[src/rtl/bottling_line_ctrl.sv]
// bottling_line_ctrl: single-bottle fill/seal/QC sequencer with stage watchdogs, batch and reject counters
module bottling_line_ctrl #(
  parameter int FILL_TO    = 64,
  parameter int SEAL_TO    = 32,
  parameter int QC_TO      = 16,
  parameter int BATCH_SIZE = 12,
  parameter int MAX_REJ    = 3,
  parameter int CW         = 8
) (
  input  logic          clk,
  input  logic          reset,
  input  logic          run,
  input  logic          bottle,
  input  logic          level_ok,
  input  logic          seal_done,
  input  logic          qc_pass,
  input  logic          qc_fail,
  input  logic          alarm,
  input  logic          cnt_clr,
  input  logic          fault_clr,
  output logic          motor,
  output logic          valve,
  output logic          seal_en,
  output logic          qc_en,
  output logic          reject_en,
  output logic          batch_done,
  output logic [CW-1:0] accepted_cnt,
  output logic [CW-1:0] rejected_cnt,
  output logic          fault,
  output logic [2:0]    fault_code,
  output logic [2:0]    state_o
);
  localparam int TMAX = (FILL_TO > SEAL_TO) ? ((FILL_TO > QC_TO) ? FILL_TO : QC_TO)
                                            : ((SEAL_TO > QC_TO) ? SEAL_TO : QC_TO);
  localparam int TW = $clog2(TMAX + 1);
  localparam int SW = $clog2(MAX_REJ + 1);
  typedef enum logic [2:0] {
    IDLE = 3'd0, MOVE = 3'd1, FILL = 3'd2, SEAL = 3'd3,
    QC = 3'd4, COUNT = 3'd5, REJECT = 3'd6, FAULT = 3'd7
  } state_t;
  state_t        state_q, state_d;
  logic [TW-1:0] timer_q, timer_d;
  logic [SW-1:0] streak_q, streak_d, streak_inc;
  logic [CW-1:0] acc_q, acc_d, rej_q, rej_d;
  logic [2:0]    code_q, code_d;
  logic          last_in_batch;
  assign streak_inc    = streak_q + 1'b1;
  assign last_in_batch = acc_q == CW'(BATCH_SIZE - 1);
  assign timer_d       = (state_d != state_q) ? '0 : timer_q + 1'b1;
  // state, stage watchdog timer, counters and latched fault cause
  always_ff @(posedge clk or negedge reset) begin
    if (!reset) begin
      state_q  <= IDLE;
      timer_q  <= '0;
      streak_q <= '0;
      acc_q    <= '0;
      rej_q    <= '0;
      code_q   <= '0;
    end else begin
      state_q  <= state_d;
      timer_q  <= timer_d;
      streak_q <= streak_d;
      acc_q    <= acc_d;
      rej_q    <= rej_d;
      code_q   <= code_d;
    end
  end
  // sequencing: stage events win over watchdog expiry, run=0 aborts any active stage
  always_comb begin
    state_d  = state_q;
    streak_d = streak_q;
    acc_d    = acc_q;
    rej_d    = rej_q;
    code_d   = code_q;
    case (state_q)
      IDLE: begin
        state_d = run ? MOVE : IDLE;
        if (!run && cnt_clr) begin
          acc_d = '0;
          rej_d = '0;
        end
      end
      MOVE: state_d = (bottle && !alarm) ? FILL : MOVE;
      FILL: begin
        if (level_ok) state_d = SEAL;
        else if (timer_q == TW'(FILL_TO - 1)) begin
          state_d = FAULT;
          code_d  = 3'd1;
        end
      end
      SEAL: begin
        if (seal_done) state_d = QC;
        else if (timer_q == TW'(SEAL_TO - 1)) begin
          state_d = FAULT;
          code_d  = 3'd2;
        end
      end
      QC: begin
        if (qc_fail) state_d = REJECT;
        else if (qc_pass) state_d = COUNT;
        else if (timer_q == TW'(QC_TO - 1)) begin
          state_d = FAULT;
          code_d  = 3'd3;
        end
      end
      COUNT: begin
        state_d  = MOVE;
        streak_d = '0;
        acc_d    = last_in_batch ? '0 : acc_q + 1'b1;
      end
      REJECT: begin
        rej_d = (&rej_q) ? rej_q : rej_q + 1'b1;
        if (streak_inc == SW'(MAX_REJ)) begin
          streak_d = '0;
          state_d  = FAULT;
          code_d   = 3'd4;
        end else begin
          streak_d = streak_inc;
          state_d  = MOVE;
        end
      end
      FAULT: begin
        if (fault_clr && !run) begin
          state_d = IDLE;
          code_d  = '0;
        end
      end
      default: state_d = IDLE;
    endcase
    if (!run && state_q != IDLE && state_q != FAULT) begin
      state_d = IDLE;
      code_d  = code_q;
    end
  end
  assign motor        = (state_q == MOVE) && !alarm;
  assign valve        = state_q == FILL;
  assign seal_en      = state_q == SEAL;
  assign qc_en        = state_q == QC;
  assign reject_en    = state_q == REJECT;
  assign batch_done   = (state_q == COUNT) && last_in_batch;
  assign fault        = state_q == FAULT;
  assign accepted_cnt = acc_q;
  assign rejected_cnt = rej_q;
  assign fault_code   = code_q;
  assign state_o      = state_q;
endmodule
[config.mk]
export PLATFORM = sky130hd
export DESIGN_NAME = bottling_line_ctrl
export DESIGN_NICKNAME = d
export VERILOG_FILES = /design/src/rtl/bottling_line_ctrl.sv
export SDC_FILE = /design/constraint.sdc
export NUM_CORES = 1
export LEC_CHECK = 0
export ABC_AREA = 1
export CORE_UTILIZATION = 39
export CTS_CLUSTER_SIZE = 8
export DETAILED_ROUTE_END_ITERATION = 16
export PLACE_DENSITY = 0.7
export RECOVER_POWER = 50
export SYNTH_ARGS = -nofsm -noshare
export SYNTH_HDL_FRONTEND = slang
export SYNTH_SLANG_ARGS = --single-unit
export TNS_END_PERCENT = 10
[constraint.sdc]
create_clock -name clk -period 2 [get_ports clk]
set_input_delay 0.2 -clock clk [delete_from_list [all_inputs] [get_ports clk]]
set_output_delay 0.2 -clock clk [all_outputs]
set_load 0.01 [all_outputs]
==> summary.md, run 1 <==
| Metric | Value |
|---|---|
| TritonCTS Sinks | 31 |
| Place WS | 0.0771 ns |
| Worst EP arrival | 1.83 ns |
| Setup Skew | 0.00828 ns |
| Post-DRT Antenna Nets | 0 |
| Sequential area share after synthesis | 43.6% |
| Worst setup SP type | flop |
| Via density | 5.10 |
| WP data required | 1.80 ns |
| Setup crit end kind | primary output |
| Final Slew Violations | 0 |
| PwrDens | 868 mW/mm^2 |
| Layout fillers | 439 |
| Final period util | 102% |
| Post-synth top area cell | dfrtp_1 |
| Synth cell types | 26 |
| CP Max Fanout | 4 |
| Vias post-DR | 1740 |
| Port Buf Inserts | 39 |
| # hold bufs at CTS | 0 |
| Clock slew at the register clock pins of the worst setup and hold paths | 0.07 ns |
| Layout Cells excl Fill | 341 |
| Top cells by area, synth | dfrtp_1, nand2_1, nand3_1 |
| Synthesized flop and latch total | 31 |
| Area Growth Syn to Fin | 33.3% |
| Gate count after technology mapping | 239 |
| Slew headroom | 47.5% |
| HP Class | flop to flop |
| Detailed Routing Iterations Pass 1 | 4 |
| Vias in the first global route | 1589 |
| Drt drc | 0 |
| Largest net degree at the start of global routing | 32 |
| Failing checks | setup timing |
| Peak supply drop | 0.427 mV |
| WL/cell | 12.6 um |
| Ys Warns | 0 |
| CTS tree | built |
| Post-DP Area | 0.00225 sq mm |
| Tmin final | 2.03 ns |
| Initial antenna violation count | 0 |
| CTS max path bufs | 2 |
| Post-synthesis cell area | 0.00178 sq mm |
| Placement Rows | 24 |
| Total grt overflow | 0 |
| Overall die width | 69.6 um |
| Final #Nets | 302 |
| Core footprint | 0.00438 sq mm |
| Final worst slack | -0.0305 ns |
| Initial Util | 40.6% |
| Avg Inst Size Synth | 7.45 sq um |
| CP max stage delay | 0.55 ns |
| Unrepaired setup endpoints after global routing | true |
| All-Layer GR Usage | 18.9% |
| Status | complete, but fails checks |
| Drt initial violations | 112 |
| Finished Core Util | 54.1% |
| Synth Net Count | 253 |
| Critical Path Slowest Stage Cell | clkdlybuf4s50_1 |
| Max_cap viols | 0 |
| Critical path type | flop to primary output |
| Setup TNS | -0.0305 ns |
| Endpoints failing hold | 0 |
| Total inserted antenna cells | 0 |
| Final WL | 4280 um |
| Worst-Margin Slew | 0.788 ns |
| Die Y | 69.6 um |
| Share of the synthesized area in the top cell type | 43.6% |
| Die area | 0.00484 sq mm |
| Final instance area | 0.00237 sq mm |
| Final Wtd Congestion | 0.872 |
| Final setup vio count | 1 |
| CTS Buf Count | 5 |
| F_max | 0.492 GHz |
| Clk Latency, worst-skew pair | 0.29 ns |
| Root buffer cell | clkbuf_8 |
| Io pins | 40 |
| Placed cells | 331 |
| Fraction of layout cells with a size suffix above 1 | 10.0% |
| H-tree Lvls | 2 |
| Detailed Place HPWL | 3100 um |
| Static leakage | 1.12 nW |
| Global-route wire length before repair | 7190 um |
| CP Cell Sequence | nor3_1, nand4_1, nor2_1, clkdlybuf4s50_1 |
-- state kept, by name, summed over array words and instances, names as in the netlist --
register / count
streak_q: 2
accepted_cnt: 8
timer_q: 7
state_o: 3
fault_code: 3
rejected_cnt: 8
-- metrics by stage --
step	hold WS [ns]	power, W
finish	0.459	0.00206
floorplan	-0.0956	0.00127
global placement	0.442	0.00157
detailed placement	0.463	0.00158
CTS	0.324	0.00207
global route	0.464	0.00221
-- area by class of cell --
| class | instances | area (sq um) | area share (%) |
|---|---|---|---|
| Clock buffer | 7 | 76.3 | 3.22 |
| Inverter | 33 | 126 | 5.32 |
| Sequential cell | 31 | 779 | 32.8 |
| Tap cell | 52 | 65.1 | 2.74 |
| Multi-Input combinational cell | 174 | 903 | 38.1 |
| Clock inverter | 1 | 5.00 | 0.211 |
| Timing Repair Buffer | 43 | 418 | 17.6 |
-- kinds of logic (layout without fill, tap and decap cells) --
| logic type | after synthesis | in the layout | synth area share [%] |
|---|---|---|---|
| AOI/OAI and AO/OA | 30 | 30 | 10.0 |
| buffers and inverters | 34 | 84 | 7.24 |
| DFF | 31 | 31 | 43.6 |
| xor gates and xnor gates | 12 | 12 | 5.90 |
| and+or+nand+nor | 129 | 129 | 31.1 |
| adders and majority gates | 3 | 3 | 2.11 |
-- cells in the final DEF, fill, tap and decap left out, types with 2 or more instances in the layout --
cell type / count
nor2_2: 2
dfrtp_1: 28
xnor2_1: 2
or2_2: 2
xor2_1: 10
nand2_1: 57
inv_1: 29
nand3_1: 23
o21ai_0: 12
dfrtp_2: 3
nand4_1: 3
a21oi_1: 5
o22ai_1: 5
clkbuf_1: 2
buf_4: 3
clkbuf_8: 5
ha_1: 2
clkdlybuf4s50_1: 26
nor2_1: 30
nand3_2: 2
dlygate4sd3_1: 13
inv_2: 3
nor3_1: 5
nand2_2: 2
o31ai_1: 2
-- synthesized netlist by cell type, drive strengths merged --
library cell,n
nand2,59
inv,33
nor2,32
dfrtp,31
nand3,26
o21ai,14
xor2,10
a21oi,5
nor3,5
o22ai,5
ha,3
nand4,3
o31ai,3
or2,2
xnor2,2
a32o,1
and2,1
buf,1
nor3b,1
o21bai,1
o32ai,1
-- final timing paths --
path                                         to  cells after the start  slack, ns       startpoint
worst max register to register  rejected_cnt[2]                      9       0.20  rejected_cnt[1]
min in group asynchronous       rejected_cnt[6]                      2       0.52            reset
worst max-delay path                 batch_done                      4      -0.03  accepted_cnt[5]
worst min register to register      streak_q[0]                      1       0.46      streak_q[1]
worst min-delay path                streak_q[0]                      1       0.46      streak_q[1]
max in group asynchronous            state_o[1]                      2       0.93            reset
-- layer usage --
layer  share of wire (%)  global-route usage [%]  up-vias
li1                    -                       -      875
met3                 5.3                    4.51        6
met4                 1.8                    8.39        0
met5                   0                       0        -
met1                  48                    26.4      810
met2                  45                    27.7       49
-- timing repair --
action,4_1_cts,5_1_grt
buffers inserted,0,2
resized for setup,4,9
pin swaps,0,1
setup endpoints to repair,5,18
-- worst max-delay path, delay by kind of cell, from the launching register on --
family	cells	cell delay, ns
simple gates	3	0.58
buf+inv	1	0.55
flops	1	0.42
-- where the power goes --
| part | internal (W) | total (W) | leakage (nW) | switching, W |
|---|---|---|---|---|
| clock network | 0.000244 | 0.000485 | 0.0422 | 0.000241 |
| registers | 0.000722 | 0.000834 | 0.419 | 0.000112 |
| logic | 0.000304 | 0.000743 | 0.659 | 0.000439 |
Power figures use the tool's default switching activity.
==> run 2: changes to the inputs <==
ABC_AREA = default   (was 1)
==> run 2 against run 1 <==
  * The run still ends with setup timing left
  * Clock power is 32% higher
  * Via count is 2.1% higher
  * Hold slack better by 0.034 ns
  * Non-clock buffer count is 34 higher
  * Critical path depth stayed put
  * Sequential power is 17% lower
  * Synthesized area is 6.2% higher
  * Synthesized cell count is 18% lower
  * Power is 24% lower
  * Die area is 6.0% higher
  * First-iteration DRC count is 14% higher
  * Core utilization is 7.6 points higher
  * Critical path type unchanged
  * Critical endpoint is now valve
  * Highest routed layer unchanged
==> summary.md, run 2 <==
| Metric | Value |
|---|---|
| Worst setup SP type | flop (unchanged) |
| Worst EP arrival | 1.84 ns (was 1.83 ns) |
| Commonest non-fill, non-tap cell in the layout | clkdlybuf4s50_1 (was nand2_1) |
| Placement Rows | 24 (unchanged) |
| WL/cell | 14.1 um (was 12.6 um) |
| Synth Net Count | 211 (was 253) |
| # hold bufs at CTS | 0 (unchanged) |
| Tmin final | 2.04 ns (was 2.03 ns) |
| Final Slew Violations | 0 (unchanged) |
| Main synth FF type | dfrtp_1 (unchanged) |
| Setup TNS | -0.178 ns (was -0.0305 ns) |
| CP most frequent cell | buf_4 |
| TritonCTS Sinks | 31 (unchanged) |
| Total power | 0.00157 W (was 0.00206 W) |
| Layout fillers | 377 (was 439) |
| Final worst slack | -0.0424 ns (was -0.0305 ns) |
| Ys Warns | 0 (unchanged) |
| Detailed Place HPWL | 3380 um (was 3100 um) |
| Port Buf Inserts | 39 (unchanged) |
| PwrDens | 566 mW/mm^2 (was 868 mW/mm^2) |
| Vias in the first global route | 1700 (was 1589) |
| Root buffer cell | clkbuf_8 (unchanged) |
| Drt initial violations | 128 (was 112) |
| CP Cell Sequence | buf_4, nor3_1, buf_4, clkdlybuf4s50_1 (was nor3_1, nand4_1, nor2_1, clkdlybuf4s50_1) |
| Static leakage | 1.23 nW (was 1.12 nW) |
| Setup Skew | 0.00833 ns (was 0.00828 ns) |
| F_max | 0.490 GHz (was 0.492 GHz) |
| Share of the synthesized area in the top cell type | 41.0% (was 43.6%) |
| Status | complete, but fails checks (unchanged) |
| Overall die width | 71.6 um (was 69.6 um) |
| Synth cell types | 54 (was 26) |
| Top cells by area, synth | dfrtp_1, xnor2_1, nor2_1 (was dfrtp_1, nand2_1, nand3_1) |
| WP data required | 1.80 ns (about the same) |
| Fraction of layout cells with a size suffix above 1 | 27.6% (was 10.0%) |
| HP Class | flop to flop (unchanged) |
| CP Max Fanout | 11 (was 4) |
| CTS tree | built (unchanged) |
| Critical Path Slowest Stage Cell | clkdlybuf4s50_1 (unchanged) |
| Global-route wire length before repair | 7580 um (was 7190 um) |
| H-tree Lvls | 2 (unchanged) |
| Drt drc | 0 (unchanged) |
| Largest net degree at the start of global routing | 32 (unchanged) |
| Fraction of registers with async set/reset | 100% (unchanged) |
| Final setup vio count | 9 (was 1) |
| Final period util | 102% (about the same) |
| Core footprint | 0.00450 sq mm (was 0.00438 sq mm) |
| CTS max path bufs | 2 (unchanged) |
| Final Wtd Congestion | 0.860 (was 0.872) |
| Avg Inst Size Synth | 9.60 sq um (was 7.45 sq um) |
| Slew headroom | 50.6% (was 47.5%) |
| Io pins | 40 (unchanged) |
| Top post-synthesis cells by count | dfrtp_1, nor2_1, nand2_1 (was nand2_1, nor2_1, dfrtp_1, inv_1, nand3_1) |
| CP max stage delay | 0.53 ns (was 0.55 ns) |
| Synthesized flop and latch total | 31 (unchanged) |
| Vias post-DR | 1776 (was 1740) |
| Initial Util | 42.0% (was 40.6%) |
| Final WL | 4610 um (was 4280 um) |
| Clock slew at the register clock pins of the worst setup and hold paths | 0.06 ns (was 0.07 ns) |
| Total inserted antenna cells | 0 (unchanged) |
| Delay-heaviest family, CP | buffers and inverters (was simple AND/OR/NAND/NOR gates) |
| Clk Latency, worst-skew pair | 0.29 ns (about the same) |
| Total grt overflow | 0 (unchanged) |
| Post-synthesis cell area | 0.00189 sq mm (was 0.00178 sq mm) |
| Count leader, synth | dfrtp_1 (was nand2_1) |
| All-Layer GR Usage | 19.1% (was 18.9%) |
| Sequential area share after synthesis | 41.0% (was 43.6%) |
| Post-synth top area cell | dfrtp_1 (unchanged) |
| Peak supply drop | 0.534 mV (was 0.427 mV) |
| Area Growth Syn to Fin | 47.2% (was 33.3%) |
| Worst-Margin Slew | 0.741 ns (was 0.788 ns) |
| Endpoints failing hold | 0 (unchanged) |
| Setup crit end kind | primary output (unchanged) |
| Max_cap viols | 0 (unchanged) |
| CTS Buf Count | 5 (unchanged) |
| Most frequent cells in the layout | clkdlybuf4s50_1, buf_4, dfrtp_1, nor2_1, nand2_1 (was nand2_1, nor2_1, inv_1, dfrtp_1, clkdlybuf4s50_1) |
| Failing checks | setup timing (unchanged) |
| Post-synth EDFFs | 0 (unchanged) |
| Via density | 5.43 (was 5.10) |
| Die Y | 71.6 um (was 69.6 um) |
| Detailed Routing Iterations Pass 1 | 4 (unchanged) |
| Final #Nets | 288 (was 302) |
| Critical path type | flop to primary output (unchanged) |
| Gate count after technology mapping | 197 (was 239) |
| Crit path buffers/inverters | 3 (was 1) |
| Post-DRT Antenna Nets | 0 (unchanged) |
| Initial antenna violation count | 0 (unchanged) |
| Die area | 0.00513 sq mm (was 0.00484 sq mm) |
| Unrepaired setup endpoints after global routing | true (unchanged) |
[run 2: changes by cell type in the layout (fill, tap and decap cells not counted), sizes merged, moves of 7 or more]
cell	previous run	this run
and3	0	7
buf	3	36
clkdlybuf4s50	26	33
dlygate4sd3	13	3
inv	33	7
nand2	59	17
nand3	26	9
nor2	32	16
nor4	0	8
[run 2: final cells by class]
class / instances / area (sq um) / area share, %
Clock buffer: 6 / 82.6 / 2.97
Clock inverter: 2 / 35.0 / 1.26
Inverter: 7 / 26.3 / 0.944
Multi-Input combinational cell: 152 / 1100 / 39.5
Sequential cell: 31 / 779 / 28.0
Tap cell: 52 / 65.1 / 2.34
Timing Repair Buffer: 77 / 696 / 25.0
[run 2: kinds of logic (layout without fill, tap and decap cells)]
family | after synthesis | in the layout | synth area share, %
AOI/OAI and AO/OA | 47 | 47 | 17.9
xor gates and xnor gates | 11 | 11 | 5.10
adders and majority gates | 3 | 3 | 1.99
buffers and inverters | 14 | 92 | 4.30
DFF | 31 | 31 | 41.0
muxes | 5 | 5 | 2.91
and+or+nand+nor | 86 | 86 | 26.7
[run 2: power breakdown]
part	internal, W	total, W	switching [W]
Sequential	0.000664	0.000694	0.0000302
Clock	0.000403	0.000638	0.000235
Combinational	0.000138	0.000242	0.000104
[run 2: final timing paths]
path | depth (start not counted) | start | slack, ns | end
setup / recovery | 4 | state_o[0] | -0.04 | valve
setup reg to reg | 8 | timer_q[0] | -0.03 | timer_q[1]
hold / removal | 1 | streak_q[1] | 0.49 | streak_q[0]
max in group asynchronous | 2 | reset | 0.98 | state_o[2]
hold reg to reg | 1 | streak_q[1] | 0.49 | streak_q[0]
min in group asynchronous | 2 | reset | 0.50 | rejected_cnt[6]
[run 2: timing repair]
action,CTS,global route
cloned,0,0
pin swaps,2,13
hold endpoints to repair,0,0
setup buffers,0,5
gates resized for setup,6,16
setup endpoints to repair,13,18
[run 2: per-stage QoR]
step | worst slack [ns] | hold WS (ns) | cell area (sq um) | std cells | util [%]
floorplan | 0.0360 | -0.0956 | 1890 | 197 | -
global placement | -0.0853 | 0.480 | 2540 | 314 | 56.4
detailed placement | -0.206 | 0.487 | 2540 | 314 | 56.4
CTS | -0.0998 | 0.307 | 2660 | 322 | 59.1
global route | -0.148 | 0.513 | 2780 | 327 | 61.8
finish | -0.0424 | 0.493 | 2780 | 327 | 61.8
[run 2: layer usage]
metal	track usage (%)	share of wire, %	up-vias
met3	5.91	5.1	6
met2	30.0	47	40
met1	25.4	47	844
met5	0	0	-
li1	-	-	886
met4	5.66	0.95	0
==> run 3: changes to the inputs <==
ABC_CLOCK_PERIOD_IN_PS = 2000   (was default)
HOLD_SLACK_MARGIN = 0.08   (was default)
REMOVE_ABC_BUFFERS = 1   (was default)
==> run 3 against run 2 <==
  * The run still ends with setup timing left
  * Cell count is 1.8% lower
  * Via count down 0.62%
  * Critical path depth is 3 higher
  * Register-to-register slack got worse by 0.06 ns
  * Clock skew increased by 0.0012 ns
  * Setup slack lost 0.046 ns
  * Combinational power is 9.1% higher
  * Sequential share of layout area rose by 0.31 points
  * Non-clock buffer count is 6 lower
  * Count of clock-buffer cells in the layout rose by 2
  * Hold slack better by 0.025 ns
==> summary.md, run 3 (synthesis results as in run 2) <==
| Metric | Value |
|---|---|
| Status | complete, but fails checks (unchanged) |
| Failing checks | setup timing (unchanged) |
| CTS Buf Count | 5 (unchanged) |
| CP Max Fanout | 7 (was 11) |
| Placed cells | 311 (was 314) |
| Final instance area | 0.00275 sq mm (was 0.00278 sq mm) |
| Fraction of layout cells with a size suffix above 1 | 27.1% (was 27.6%) |
| Most frequent cells in the layout | clkdlybuf4s50_1, dfrtp_1, buf_4, nor2_1, nand2_1 (was clkdlybuf4s50_1, buf_4, dfrtp_1, nor2_1, nand2_1) |
| Worst r2r src | state_o[0] (was timer_q[0]) |
| Placement Rows | 24 (unchanged) |
| Critical path type | flop to flop (was flop to primary output) |
| Area Growth Syn to Fin | 45.6% (was 47.2%) |
| Die Y | 71.6 um (unchanged) |
| Setup crit end kind | flop (was primary output) |
| CTS max path bufs | 2 (unchanged) |
| Worst setup SP type | flop (unchanged) |
| Final setup vio count | 7 (was 9) |
| Vias in the first global route | 1667 (was 1700) |
| Tmin final | 2.09 ns (was 2.04 ns) |
| Max_cap viols | 0 (unchanged) |
| F_max | 0.479 GHz (was 0.490 GHz) |
| Final #Nets | 282 (was 288) |
| Final Slew Violations | 0 (unchanged) |
| # hold bufs at CTS | 0 (unchanged) |
| H-tree Lvls | 2 (unchanged) |
| R2R depth | 7 (was 8) |
| Total inserted antenna cells | 0 (unchanged) |
| Post-DP Area | 0.00254 sq mm (about the same) |
| Core footprint | 0.00450 sq mm (unchanged) |
| RR Endpoint | timer_q[2] (was timer_q[1]) |
| WL/cell | 14.8 um (was 14.1 um) |
| CTS tree | built (unchanged) |
| Worst EP arrival | 2.27 ns (was 1.84 ns) |
| Worst Setup EP | timer_q[2] (was valve) |
| Setup TNS | -0.387 ns (was -0.178 ns) |
| Worst-Margin Slew | 0.786 ns (was 0.741 ns) |
| Final Wtd Congestion | 0.881 (was 0.860) |
| Final WL | 4760 um (was 4610 um) |
| Clk Latency, worst-skew pair | 0.28 ns (was 0.29 ns) |
| Layout Cells excl Fill | 321 (was 327) |
| Endpoints failing hold | 0 (unchanged) |
| All-Layer GR Usage | 18.9% (was 19.1%) |
| Finished Core Util | 61.1% (was 61.8%) |
| Static leakage | 1.22 nW (was 1.23 nW) |
| Slew headroom | 47.6% (was 50.6%) |
| Peak supply drop | 0.262 mV (was 0.534 mV) |
| Vias post-DR | 1765 (was 1776) |
| Final period util | 104% (was 102%) |
| Overall die width | 71.6 um (unchanged) |
| Detailed Place HPWL | 3420 um (was 3380 um) |
| Reg2Reg Setup Slack | -0.09 ns (was -0.03 ns) |
| Drt initial violations | 97 (was 128) |
| Global-route wire length before repair | 7640 um (was 7580 um) |
| Unrepaired setup endpoints after global routing | true (unchanged) |
| HP Class | flop to flop (unchanged) |
| Die area | 0.00513 sq mm (unchanged) |
| Initial antenna violation count | 0 (unchanged) |
| Via density | 5.50 (was 5.43) |
| Crit path launch | state_o[0] (unchanged) |
| Detailed Routing Iterations Pass 1 | 4 (unchanged) |
| Post-DRT Antenna Nets | 0 (unchanged) |
| PwrDens | 544 mW/mm^2 (was 566 mW/mm^2) |
| Clock slew at the register clock pins of the worst setup and hold paths | 0.07 ns (was 0.06 ns) |
| Largest net degree at the start of global routing | 32 (unchanged) |
| Initial Util | 42.0% (unchanged) |
| Root buffer cell | clkbuf_8 (unchanged) |
| WP data required | 2.18 ns (was 1.80 ns) |
| TritonCTS Sinks | 31 (unchanged) |
| Port Buf Inserts | 39 (unchanged) |
| Io pins | 40 (unchanged) |
| Drt drc | 0 (unchanged) |
| Commonest non-fill, non-tap cell in the layout | clkdlybuf4s50_1 (unchanged) |
| Final worst slack | -0.0881 ns (was -0.0424 ns) |
| Total power | 0.00150 W (was 0.00157 W) |
| Setup Skew | 0.00949 ns (was 0.00833 ns) |
| Total grt overflow | 0 (unchanged) |
run 3: power by group:
group	leakage [nW]	switching, W	internal, W	total, W
registers	0.422	0.0000337	0.000664	0.000698
clock network	0.0515	0.000223	0.000314	0.000537
logic	0.746	0.000116	0.000148	0.000264
run 3: worst min path at each step:
stage / end / slack [ns] / start / depth (start not counted)
final: streak_q[0] / 0.52 / streak_q[0] / 1
after global routing: fault_code[2] / 0.55 / fault_code[2] / 1
after CTS: fault_code[2] / 0.33 / reset / 2
after detailed placement: streak_q[0] / 0.50 / streak_q[0] / 1
after global placement: streak_q[0] / 0.49 / streak_q[0] / 1
after floorplan: accepted_cnt[0] / -0.1 / reset / 0
run 3: repair_timing:
item | 4_1_cts | 5_1_grt
resized for setup | 13 | 15
pin swaps | 4 | 3
setup endpoints to repair | 13 | 12
gates cloned | 0 | 0
setup buffers | 2 | 0
hold endpoints to repair | 0 | 0
run 3: final cells by class:
class,instances,area [sq um]
fillers,371,1750
multi-input cells,152,1120
flip-flops and latches,31,779
repair buffers,71,661
clock buffers,8,100
well taps,52,65.1
inverters,7,26.3
run 3: stage by stage:
stage                     worst slack [ns]  hold slack (ns)
after floorplan                     -0.374          -0.0956
after global placement             -0.0900            0.486
after detailed placement            -0.135            0.501
after CTS                          -0.0290            0.333
after global routing                -0.173            0.546
final                              -0.0881            0.518
run 3: layer usage:
layer	GRT usage [%]	up-vias	wire length, um
met4	4.58	0	16
met1	26.1	845	2270
met5	0	-	0
li1	-	873	-
met3	4.22	2	212
met2	30.4	45	2260
run 3: critical path: stages, from the launching register on:
cell and delay, ns:
dfrtp_2 0.46, buf_6 0.15, nor4bb_1 0.13, o21ai_1 0.21, o211ai_1 0.13, or4_1 0.43
o211a_4 0.20, nor4_2 0.27
